==> config.mk <==
export PLATFORM = sky130hd
export DESIGN_NAME = classify_scheduler
export DESIGN_NICKNAME = d
export VERILOG_FILES = /design/src/rtl/classify_sched_pkg.sv /design/src/rtl/vsync_edge_sync.sv /design/src/rtl/classify_scheduler.sv
export SDC_FILE = /design/constraint.sdc
export NUM_CORES = 1
export LEC_CHECK = 0
export CAP_MARGIN = 40
export CORE_ASPECT_RATIO = 2
export CORE_MARGIN = 4
export CORE_UTILIZATION = 40
export DETAILED_ROUTE_END_ITERATION = 16
export GPL_ROUTABILITY_DRIVEN = 0
export PLACE_DENSITY = 0.59
export SLEW_MARGIN = 30
export SYNTH_ARGS = -nofsm -noshare
export SYNTH_HDL_FRONTEND = slang
export SYNTH_SLANG_ARGS = --single-unit
==> constraint.sdc <==
create_clock -name clk -period 2.33 [get_ports clk]
set_input_delay 0.233 -clock clk [delete_from_list [all_inputs] [get_ports clk]]
set_output_delay 0.233 -clock clk [all_outputs]
set_load 0.005 [all_outputs]
==> src/rtl/classify_sched_pkg.sv <==
// Shared types and constants for the MNIST classification scheduler.
//   cls_state_t : scheduler FSM states
//   NO_RESULT   : result code meaning "no accepted digit"
//   MAX_DIGIT   : largest valid classifier prediction
//   DIV_W/CNT_W : frame divider and vote run-counter widths
package classify_sched_pkg;

  typedef enum logic [2:0] {
    IDLE       = 3'd0,
    WAIT_FRAME = 3'd1,
    START      = 3'd2,
    RUN        = 3'd3,
    EVAL       = 3'd4
  } cls_state_t;

  localparam logic [3:0]  NO_RESULT = 4'hF;
  localparam logic [3:0]  MAX_DIGIT = 4'd9;
  localparam int unsigned DIV_W     = 8;   // FRAME_DIV up to 255
  localparam int unsigned CNT_W     = 4;   // STABLE_COUNT up to 15

endpackage

==> src/rtl/vsync_edge_sync.sv <==
// Camera vsync synchronizer and falling-edge detector.
//   clk, rst     : clock, asynchronous active-high reset
//   vsync_in     : raw vsync, asynchronous to clk
//   edge_pulse   : registered single-cycle pulse per synchronized falling edge
module vsync_edge_sync #(
  parameter int unsigned SYNC_STAGES = 2
) (
  input  logic clk,
  input  logic rst,
  input  logic vsync_in,
  output logic edge_pulse
);

  logic [SYNC_STAGES-1:0] sync_q, sync_d;
  logic                   prev_q, prev_d;
  logic                   pulse_q, pulse_d;

  // Shift chain, previous-sample flop and fall detect (previous=1, current=0)
  always_comb begin
    sync_d  = {sync_q[SYNC_STAGES-2:0], vsync_in};
    prev_d  = sync_q[SYNC_STAGES-1];
    pulse_d = prev_q & ~sync_q[SYNC_STAGES-1];
  end

  // Chain resets low so a line already high after reset is not seen as a fall
  always_ff @(posedge clk or posedge rst) begin
    if (rst) begin
      sync_q  <= '0;
      prev_q  <= 1'b0;
      pulse_q <= 1'b0;
    end else begin
      sync_q  <= sync_d;
      prev_q  <= prev_d;
      pulse_q <= pulse_d;
    end
  end

  assign edge_pulse = pulse_q;

endmodule

==> src/rtl/classify_scheduler.sv <==
// Sequencer for the MNIST classification path: divides camera frame edges
// into classifier start pulses, waits for completion, and debounces the
// predictions into a stable displayed digit.
//   clk, rst        : clock, asynchronous active-high reset
//   enable          : level, 0 stops new starts
//   vsync_in        : raw camera vsync (asynchronous)
//   cls_start       : one-cycle classifier start pulse
//   cls_done        : classifier completion pulse
//   cls_prediction  : classifier digit, valid with cls_done
//   result          : debounced digit, 4'hF when none
//   result_valid    : result holds an accepted digit
//   busy            : classification outstanding
//   timeout_err     : sticky watchdog flag
// Build option: define CLASSIFY_SCHED_WATCHDOG_EN to add the RUN watchdog;
// otherwise RUN waits indefinitely and timeout_err is tied low.
module classify_scheduler
  import classify_sched_pkg::*;
#(
  parameter int unsigned FRAME_DIV      = 2,
  parameter int unsigned STABLE_COUNT   = 3,
  parameter int unsigned TIMEOUT_CYCLES = 200000,
  parameter int unsigned SYNC_STAGES    = 2
) (
  input  logic       clk,
  input  logic       rst,
  input  logic       enable,
  input  logic       vsync_in,
  output logic       cls_start,
  input  logic       cls_done,
  input  logic [3:0] cls_prediction,
  output logic [3:0] result,
  output logic       result_valid,
  output logic       busy,
  output logic       timeout_err
);

  localparam logic [DIV_W-1:0] DIV_LAST = DIV_W'(FRAME_DIV - 1);
  localparam logic [CNT_W-1:0] STABLE   = CNT_W'(STABLE_COUNT);

  cls_state_t       state_q, state_d;
  logic [DIV_W-1:0] div_q, div_d;
  logic [3:0]       pred_q, pred_d;
  logic [3:0]       cand_q, cand_d;
  logic [CNT_W-1:0] run_cnt_q, run_cnt_d;
  logic [3:0]       result_q, result_d;
  logic             result_valid_q, result_valid_d;
  logic             cls_start_q, cls_start_d;
  logic             busy_q, busy_d;

  logic             frame_edge;
  logic [3:0]       vote_cand;
  logic [CNT_W-1:0] vote_cnt;
  logic             vote_hit;
  logic             wd_timeout;

  vsync_edge_sync #(
    .SYNC_STAGES (SYNC_STAGES)
  ) u_vsync_edge_sync (
    .clk        (clk),
    .rst        (rst),
    .vsync_in   (vsync_in),
    .edge_pulse (frame_edge)
  );

`ifdef CLASSIFY_SCHED_WATCHDOG_EN
  localparam int unsigned WD_W = $clog2(TIMEOUT_CYCLES + 1);

  logic [WD_W-1:0] wd_cnt_q, wd_cnt_d;
  logic            timeout_err_q, timeout_err_d;

  // Counts RUN cycles; cleared whenever the FSM is elsewhere
  always_comb begin
    wd_cnt_d   = '0;
    wd_timeout = 1'b0;
    if (state_q == RUN) begin
      wd_cnt_d   = wd_cnt_q + WD_W'(1);
      wd_timeout = (wd_cnt_q == WD_W'(TIMEOUT_CYCLES - 1));
    end
  end

  always_ff @(posedge clk or posedge rst) begin
    if (rst) begin
      wd_cnt_q      <= '0;
      timeout_err_q <= 1'b0;
    end else begin
      wd_cnt_q      <= wd_cnt_d;
      timeout_err_q <= timeout_err_d;
    end
  end

  assign timeout_err = timeout_err_q;
`else
  logic unused_timeout_cfg;

  assign wd_timeout         = 1'b0;
  assign unused_timeout_cfg = |32'(TIMEOUT_CYCLES);
  assign timeout_err        = 1'b0;
`endif

  // Vote on the captured prediction: invalid clears the run, repeats extend it
  always_comb begin
    vote_cand = cand_q;
    vote_cnt  = run_cnt_q;
    vote_hit  = 1'b0;
    if (pred_q > MAX_DIGIT) begin
      vote_cnt = '0;
    end else begin
      if ((pred_q == cand_q) && (run_cnt_q != '0)) begin
        vote_cnt = (run_cnt_q >= STABLE) ? STABLE : run_cnt_q + CNT_W'(1);
      end else begin
        vote_cand = pred_q;
        vote_cnt  = CNT_W'(1);
      end
      vote_hit = (vote_cnt == STABLE);
    end
  end

  // Next-state and registered-output logic
  always_comb begin
    state_d        = state_q;
    div_d          = div_q;
    pred_d         = pred_q;
    cand_d         = cand_q;
    run_cnt_d      = run_cnt_q;
    result_d       = result_q;
    result_valid_d = result_valid_q;
    cls_start_d    = 1'b0;
    busy_d         = 1'b0;
`ifdef CLASSIFY_SCHED_WATCHDOG_EN
    timeout_err_d  = timeout_err_q;
`endif

    unique case (state_q)
      IDLE: begin
        div_d = '0;
        if (enable) state_d = WAIT_FRAME;
      end

      WAIT_FRAME: begin
        if (!enable) begin
          state_d = IDLE;
        end else if (frame_edge) begin
          if (div_q >= DIV_LAST) begin
            div_d       = '0;
            state_d     = START;
            cls_start_d = 1'b1;
          end else begin
            div_d = div_q + DIV_W'(1);
          end
        end
      end

      START: begin
        state_d = RUN;
        busy_d  = 1'b1;
      end

      // Done wins over a same-cycle timeout
      RUN: begin
        if (cls_done) begin
          pred_d  = cls_prediction;
          state_d = EVAL;
        end else if (wd_timeout) begin
`ifdef CLASSIFY_SCHED_WATCHDOG_EN
          timeout_err_d = 1'b1;
`endif
          run_cnt_d = '0;
          state_d   = enable ? WAIT_FRAME : IDLE;
        end else begin
          busy_d = 1'b1;
        end
      end

      EVAL: begin
        cand_d    = vote_cand;
        run_cnt_d = vote_cnt;
        if (vote_hit) begin
          result_d       = vote_cand;
          result_valid_d = 1'b1;
        end
        state_d = enable ? WAIT_FRAME : IDLE;
      end

      default: state_d = IDLE;
    endcase
  end

  always_ff @(posedge clk or posedge rst) begin
    if (rst) begin
      state_q        <= IDLE;
      div_q          <= '0;
      pred_q         <= '0;
      cand_q         <= NO_RESULT;
      run_cnt_q      <= '0;
      result_q       <= NO_RESULT;
      result_valid_q <= 1'b0;
      cls_start_q    <= 1'b0;
      busy_q         <= 1'b0;
    end else begin
      state_q        <= state_d;
      div_q          <= div_d;
      pred_q         <= pred_d;
      cand_q         <= cand_d;
      run_cnt_q      <= run_cnt_d;
      result_q       <= result_d;
      result_valid_q <= result_valid_d;
      cls_start_q    <= cls_start_d;
      busy_q         <= busy_d;
    end
  end

  assign cls_start    = cls_start_q;
  assign busy         = busy_q;
  assign result       = result_q;
  assign result_valid = result_valid_q;

endmodule

# --- Word-level counts from Yosys, hierarchy flattened ---
# Index checks and enable logic that the tools add are counted.
classes:
  eq_ne: 12
  n_lt_le_gt_ge: 3
  mux: 24
  addsub: 2
  bitwise: 2
  n_reduce_logical: 8
ops:
  columns: ["op", "n"]
  rows:
  - ["$mux W4", 6]
  - ["$mux W8", 3]
  - ["$pmux W8 S2", 1]
  - ["$mux W3", 5]
  - ["$pmux W3 S5", 1]
  - ["$add A8 B1 Y8 const B", 1]
  - ["$ge A8 B1 Y1 const B", 1]
  - ["$mux W1", 7]
  - ["$eq A3 B2 Y1 const B", 2]
  - ["$ne A2 B2 Y1 const B", 3]
  - ["$add A4 B1 Y4 const B", 1]
  - ["$eq A4 B2 Y1 const B", 1]
  - ["$eq A4 B4 Y1", 1]
  - ["$ge A4 B2 Y1 const B", 1]
  - ["$gt A4 B4 Y1 const B", 1]
  - ["$reduce_and A2 Y1", 2]
  - ["$reduce_and A4 Y1", 1]
  - ["$reduce_bool A4 Y1", 1]
  - ["$eq A3 B1 Y1 const B", 1]
  - ["$eq A3 B3 Y1 const B", 1]
  - ["$logic_not A3 Y1", 1]
  - ["$ne A3 B2 Y1 const B", 1]
  - ["$ne A3 B3 Y1 const B", 1]
  - ["$reduce_and A3 Y1", 1]
  - ["other kinds (6)", 6]
word_totals:
  input_bits: 9
  output_inout_bits: 8
  ff_bits: 34

# --- Logic depth before layout (Yosys ltp) ---
logic_depth:
  ltp_word: 7
  ltp_mapped: 7

# --- Hierarchy ---
# A second synthesis with hierarchy kept.
hier_totals:
  hier_cells: 132
  hier_area_um2: 1566.5
by_module_without_submodules:
  columns: ["module", "instances", "area_each_um2", "cells_per_inst", "seq_area_each_um2"]
  rows:
  - ["classify_scheduler", 1, 1448.9, 126, 760.7]
  - ["vsync_edge_sync", 1, 117.6, 6, 100.1]

# --- Worst setup path after synthesis ---
# No wires, ideal clock.
synth_timing:
  kind: "reg2reg"
  from: "register cand_q[1]"
  to: "register result_q[0], in the netlist result[0]"
  n_path_buf: 0
  period_less_slack_ns: 1.633
  arrival_ns: 1.551
  setup_slack_ns: 0.697
  path_stages_with_launch: 5
  required_time_ns: 2.248
  cell_sequence: "dfstp_2 -> xnor2_1 -> nand3_1 -> nor4_4 -> mux2_2"
synth_between:
  elab_chain_len: 7
  word_cells_on_any_way: 9
synth_rtl:
  columns: ["item", "line_no", "source"]
  rows:
  - ["from (decl)", "classify_scheduler.sv:43", "logic [3:0] cand_q, cand_d;"]
  - ["from (signal assigned)", "classify_scheduler.sv:203", "cand_q <= cand_d;"]
  - ["$eq A4 B4 Y1 (*)", "classify_scheduler.sv:108", "if ((pred_q == cand_q) && (run_cnt_q != '0)) begin"]
  - ["$logic_and A1 B1 Y1 (*)", "classify_scheduler.sv:108", null]
  - ["$mux W4", "classify_scheduler.sv:108", null]
  - ["$mux W4", "classify_scheduler.sv:105", "if (pred_q > MAX_DIGIT) begin"]
  - ["$eq A4 B2 Y1", "classify_scheduler.sv:114", "vote_hit = (vote_cnt == STABLE);"]
  - ["$mux W1", "classify_scheduler.sv:105", null]
  - ["$reduce_and A2 Y1 (no line)", null, null]
  - ["to (signal assigned)", "classify_scheduler.sv:205", "result_q <= result_d;"]
  - ["to (decl)", "classify_scheduler.sv:45", "logic [3:0] result_q, result_d;"]
# Every way passes the cells marked *; elsewhere a longest branch is shown, timed or not. The select of a mux whose other input is x is not followed.
# A chain may end at the register's enable or synchronous reset.

# --- Worst setup path after layout ---
layout_timing:
  from: "register state_q[0]"
  to: "register result_q[1], in the netlist result[1]"
layout_between:
  elab_chain_len: 2
layout_rtl:
  columns: ["item", "line_no", "source"]
  rows:
  - ["from (decl)", "classify_scheduler.sv:40", "cls_state_t state_q, state_d;"]
  - ["from (signal assigned)", "classify_scheduler.sv:200", "state_q <= state_d;"]
  - ["$eq A3 B3 Y1", "classify_scheduler.sv:133", "unique case (state_q)"]
  - ["$reduce_and A2 Y1 (no line)", null, null]
# Every way passes these cells.

==> impl_metrics.csv <==
group,metric,value,unit
route,drc,0,
layout,syn2layout_area_growth,19.9,%
cts,cts_tree,"yes",
route,detail-route-antenna-nets,0,
timing,hold_viol,0,
critical_path,cp_max_fo,7,
placed_design,placedCellCount,190,
layout,num-fill-cells,363,
synthesis,ys_ff_latch,34,
synthesis,netlist_top_cells_area,"dfrtp_1, dfstp_2, mux2_2, ha_1, nor2_1",
layout,stdcell_count,198,
route,routed_wl,2750,um
timing,rsz0062_at_grt,"no",
cts,clk_pin_slew,0.06,ns
pwr,pwr_density_cell,997,mW/mm^2
route,vias,1010,
route,drt-initial-drc-count,13,
layout,drive_above_1_share,23.5,%
cts,clock-root-buffer,"clkbuf_8",
synthesis,synth_top_area_share,42.9,%
synthesis,netlist_area,0.00152,mm^2
run,drv_cap,0,
placed_design,dpl_cell_area,0.00173,mm^2
cts,clock_path_buffers,2,
hold_path,hold_path_class,"input port to asynchronous set/reset pin",
cts,htree_levels,2,
layout,multiInputGateArea,612,um^2
global_routing,grt-ovfl-total,0,
cts,cts_sinks,34,
floorplanning,io_pins,17,
cts,clk_latency,0.28,ns
critical_path,critPathRequiredTime,2.53,ns
global_routing,grt_pass1_wl,4840,um
synthesis,synthCells,127,
synthesis,synth.net_count,141,
floorplanning,rows,31,
timing,tns,0,ns
floorplanning,die_area,0.00490,mm^2
synthesis,yosysSeqAreaShare,56.7,%
global_routing,grt_pass1_vias,1087,
global_routing,grt_max_degree,25,
status,outcome,"finished, final reports clean",
timing,period_minus_slack,1.76,ns
timing,slew_headroom,64.7,%
timing,setup_viol,0,
critical_path,cp-end-kind,"flip-flop",
global_routing,grtUsageTotal,13.7,%
timing,worst_pin_slew,0.524,ns
layout,nets,162,
floorplanning,die_h,95.1,um
critical_path,crit_chain,"nor3b_4 > nand2_4 > nor4_4 > mux2_2",
route,wire_per_inst,13.9,um
global_routing,antenna_found_initial,0,
critical_path,startpoint_type,"flip-flop",
placed_design,hpwl,2100,um
layout,final_cell_area,0.00182,mm^2
synthesis,ys_types,39,
synthesis,yosysTopAreaCell,"dfrtp_1",
placed_design,portBuffers,15,
critical_path,r2r_cells,4,
timing,skew,0.00553,ns
critical_path,critical_path_class,"flip-flop to flip-flop",
synthesis,ys.warnings.count,0,
pwr,irDropWorstVdd,0.000586,V
pwr,leakage,0.806,nW
cts,postCtsHoldBufs,0,
route,vias_per_cell,5.10,
synthesis,syn_area_per_cell,12.0,um^2
timing,clock.fmax,0.568,GHz
critical_path,max_stage_delay,0.45,ns
cts,cts_setup_buffers,0,
cts,ctsResizeCount,0,
floorplanning,start_util,41.6,%
critical_path,slowest_stage,"dfrtp_1",
floorplanning,core-area,0.00365,mm^2
timing,fin_crit_sh,75.6,%
route,drtPass1Iterations,4,
floorplanning,die_x,51.6,um
layout,seq_area,861,um^2
critical_path,arrival,1.96,ns
layout,antennaDiodeCount,0,
cts,cts_buffers,5,
timing,final-max-slew-violation-count,0,
## Yosys cell counts
master     n
nand2_1    7
o32ai_1    1
nand4_1    1
dfrtp_1   26
a21boi_0   1
mux2_2    11
dfstp_2    8
nor3_1     1
and2b_2    3
xnor2_1    3
nand4b_1   1
ha_1       5
nand3b_1   1
nor4_1     2
a31oi_1    3
a211oi_1   1
nor4_4     1
buf_4      1
o22ai_1    2
o21ai_0    3
nor4b_1    1
a41oi_1    2
inv_1      8
a21oi_1    3
nor3b_4    1
a32oi_1    1
o21bai_1   1
xor2_1     1
and2_1     1
or2_2      2
or3_1      1
conb_1     1
nand3_1    3
clkbuf_1   2
nand2_4    1
a21o_1     2
nor2_1    11
and3_1     1
nor2b_1    2
## critical path: cells and delay by family, from the launching register on
family,cells,cell delay (ns)
and+or+nand+nor,3,0.86
DFF,1,0.45
muxes,1,0.38
## worst paths after layout
path	slack, ns	to	startpoint
setup / recovery	0.57	result[1]	state_q[0]
hold / removal	0.24	run_cnt_q[0]	rst
setup reg to reg	0.57	result[1]	state_q[0]
hold reg to reg	0.35	u_vsync_edge_sync.sync_q[1]	u_vsync_edge_sync.sync_q[0]
max in group asynchronous	1.39	cand_q[3]	rst
min in group clk	0.35	u_vsync_edge_sync.sync_q[1]	u_vsync_edge_sync.sync_q[0]
## cell type report
class	count	share of cell area, %
Timing Repair Buffer	17	9.08
Sequential cell	34	47.3
Inverter	8	1.65
Tap cell	49	3.37
Multi-Input combinational cell	82	33.6
Clock buffer	8	4.95
## sequential cells by signal, indices dropped and copies added (netlist names)
register / cells
div_q: 8
cand_q: 4
pred_q: 4
result: 4
run_cnt_q: 4
state_q: 3
u_vsync_edge_sync.sync_q: 2
busy: 1
cls_start: 1
result_valid: 1
u_vsync_edge_sync.edge_pulse: 1
u_vsync_edge_sync.prev_q: 1
## layer usage
metal | wire length (um) | global-route usage, %
met5 | 0 | 0
met4 | 89 | 9.19
met3 | 67 | 3.29
met2 | 1630 | 24.7
met1 | 963 | 13.1
## stage by stage
step / utilization [%] / worst slack [ns] / hold slack, ns / power [mW]
5_1_grt: 49.9 / 0.430 / 0.250 / 1.95
4_1_cts: 49.9 / 0.527 / 0.244 / 1.85
3_5_place_dp: 47.4 / 0.552 / 0.338 / 1.40
3_3_place_gp: 47.4 / 0.586 / 0.336 / 1.39
6_report: 49.9 / 0.569 / 0.243 / 1.81
2_1_floorplan: - / 0.697 / 0.264 / 1.26
## cells in the final DEF, fill, tap and decap left out, types with 2 or more instances in the layout
master / n
dfstp_2: 8
clkbuf_8: 6
nor2_1: 11
mux2_2: 11
nand2_1: 7
or2_2: 2
inv_1: 8
clkbuf_1: 2
buf_4: 2
o21ai_0: 3
a31oi_1: 3
xnor2_1: 3
and2b_2: 3
nand3_1: 3
a41oi_1: 2
clkdlybuf4s50_1: 15
a21o_1: 2
ha_1: 5
dfrtp_1: 26
nor2b_1: 2
o22ai_1: 2
a21oi_1: 3
nor4_1: 2
## kinds of logic (layout without fill, tap and decap cells)
kind of cell               count (synthesis)  after routing  synth area share (%)
AOI/OAI and AO/OA                         20             20                  8.82
xor gates and xnor gates                   4              4                  2.31
adders and majority gates                  5              5                  4.12
buffers and inverters                     11             33                  2.97
DFF                                       34             34                  56.7
muxes                                     11             11                  8.16
other                                      1              1                 0.247
and+or+nand+nor                           41             41                  16.7
## power by group
group          internal, mW  total [mW]  switching (mW)  leakage (nW)
sequential            0.730       0.857           0.127         0.428
combinational         0.245       0.524           0.279         0.332
clock                 0.241       0.432           0.192        0.0455
total                  1.22        1.81           0.597         0.806
Note: power is estimated with default switching activity, not from simulation.
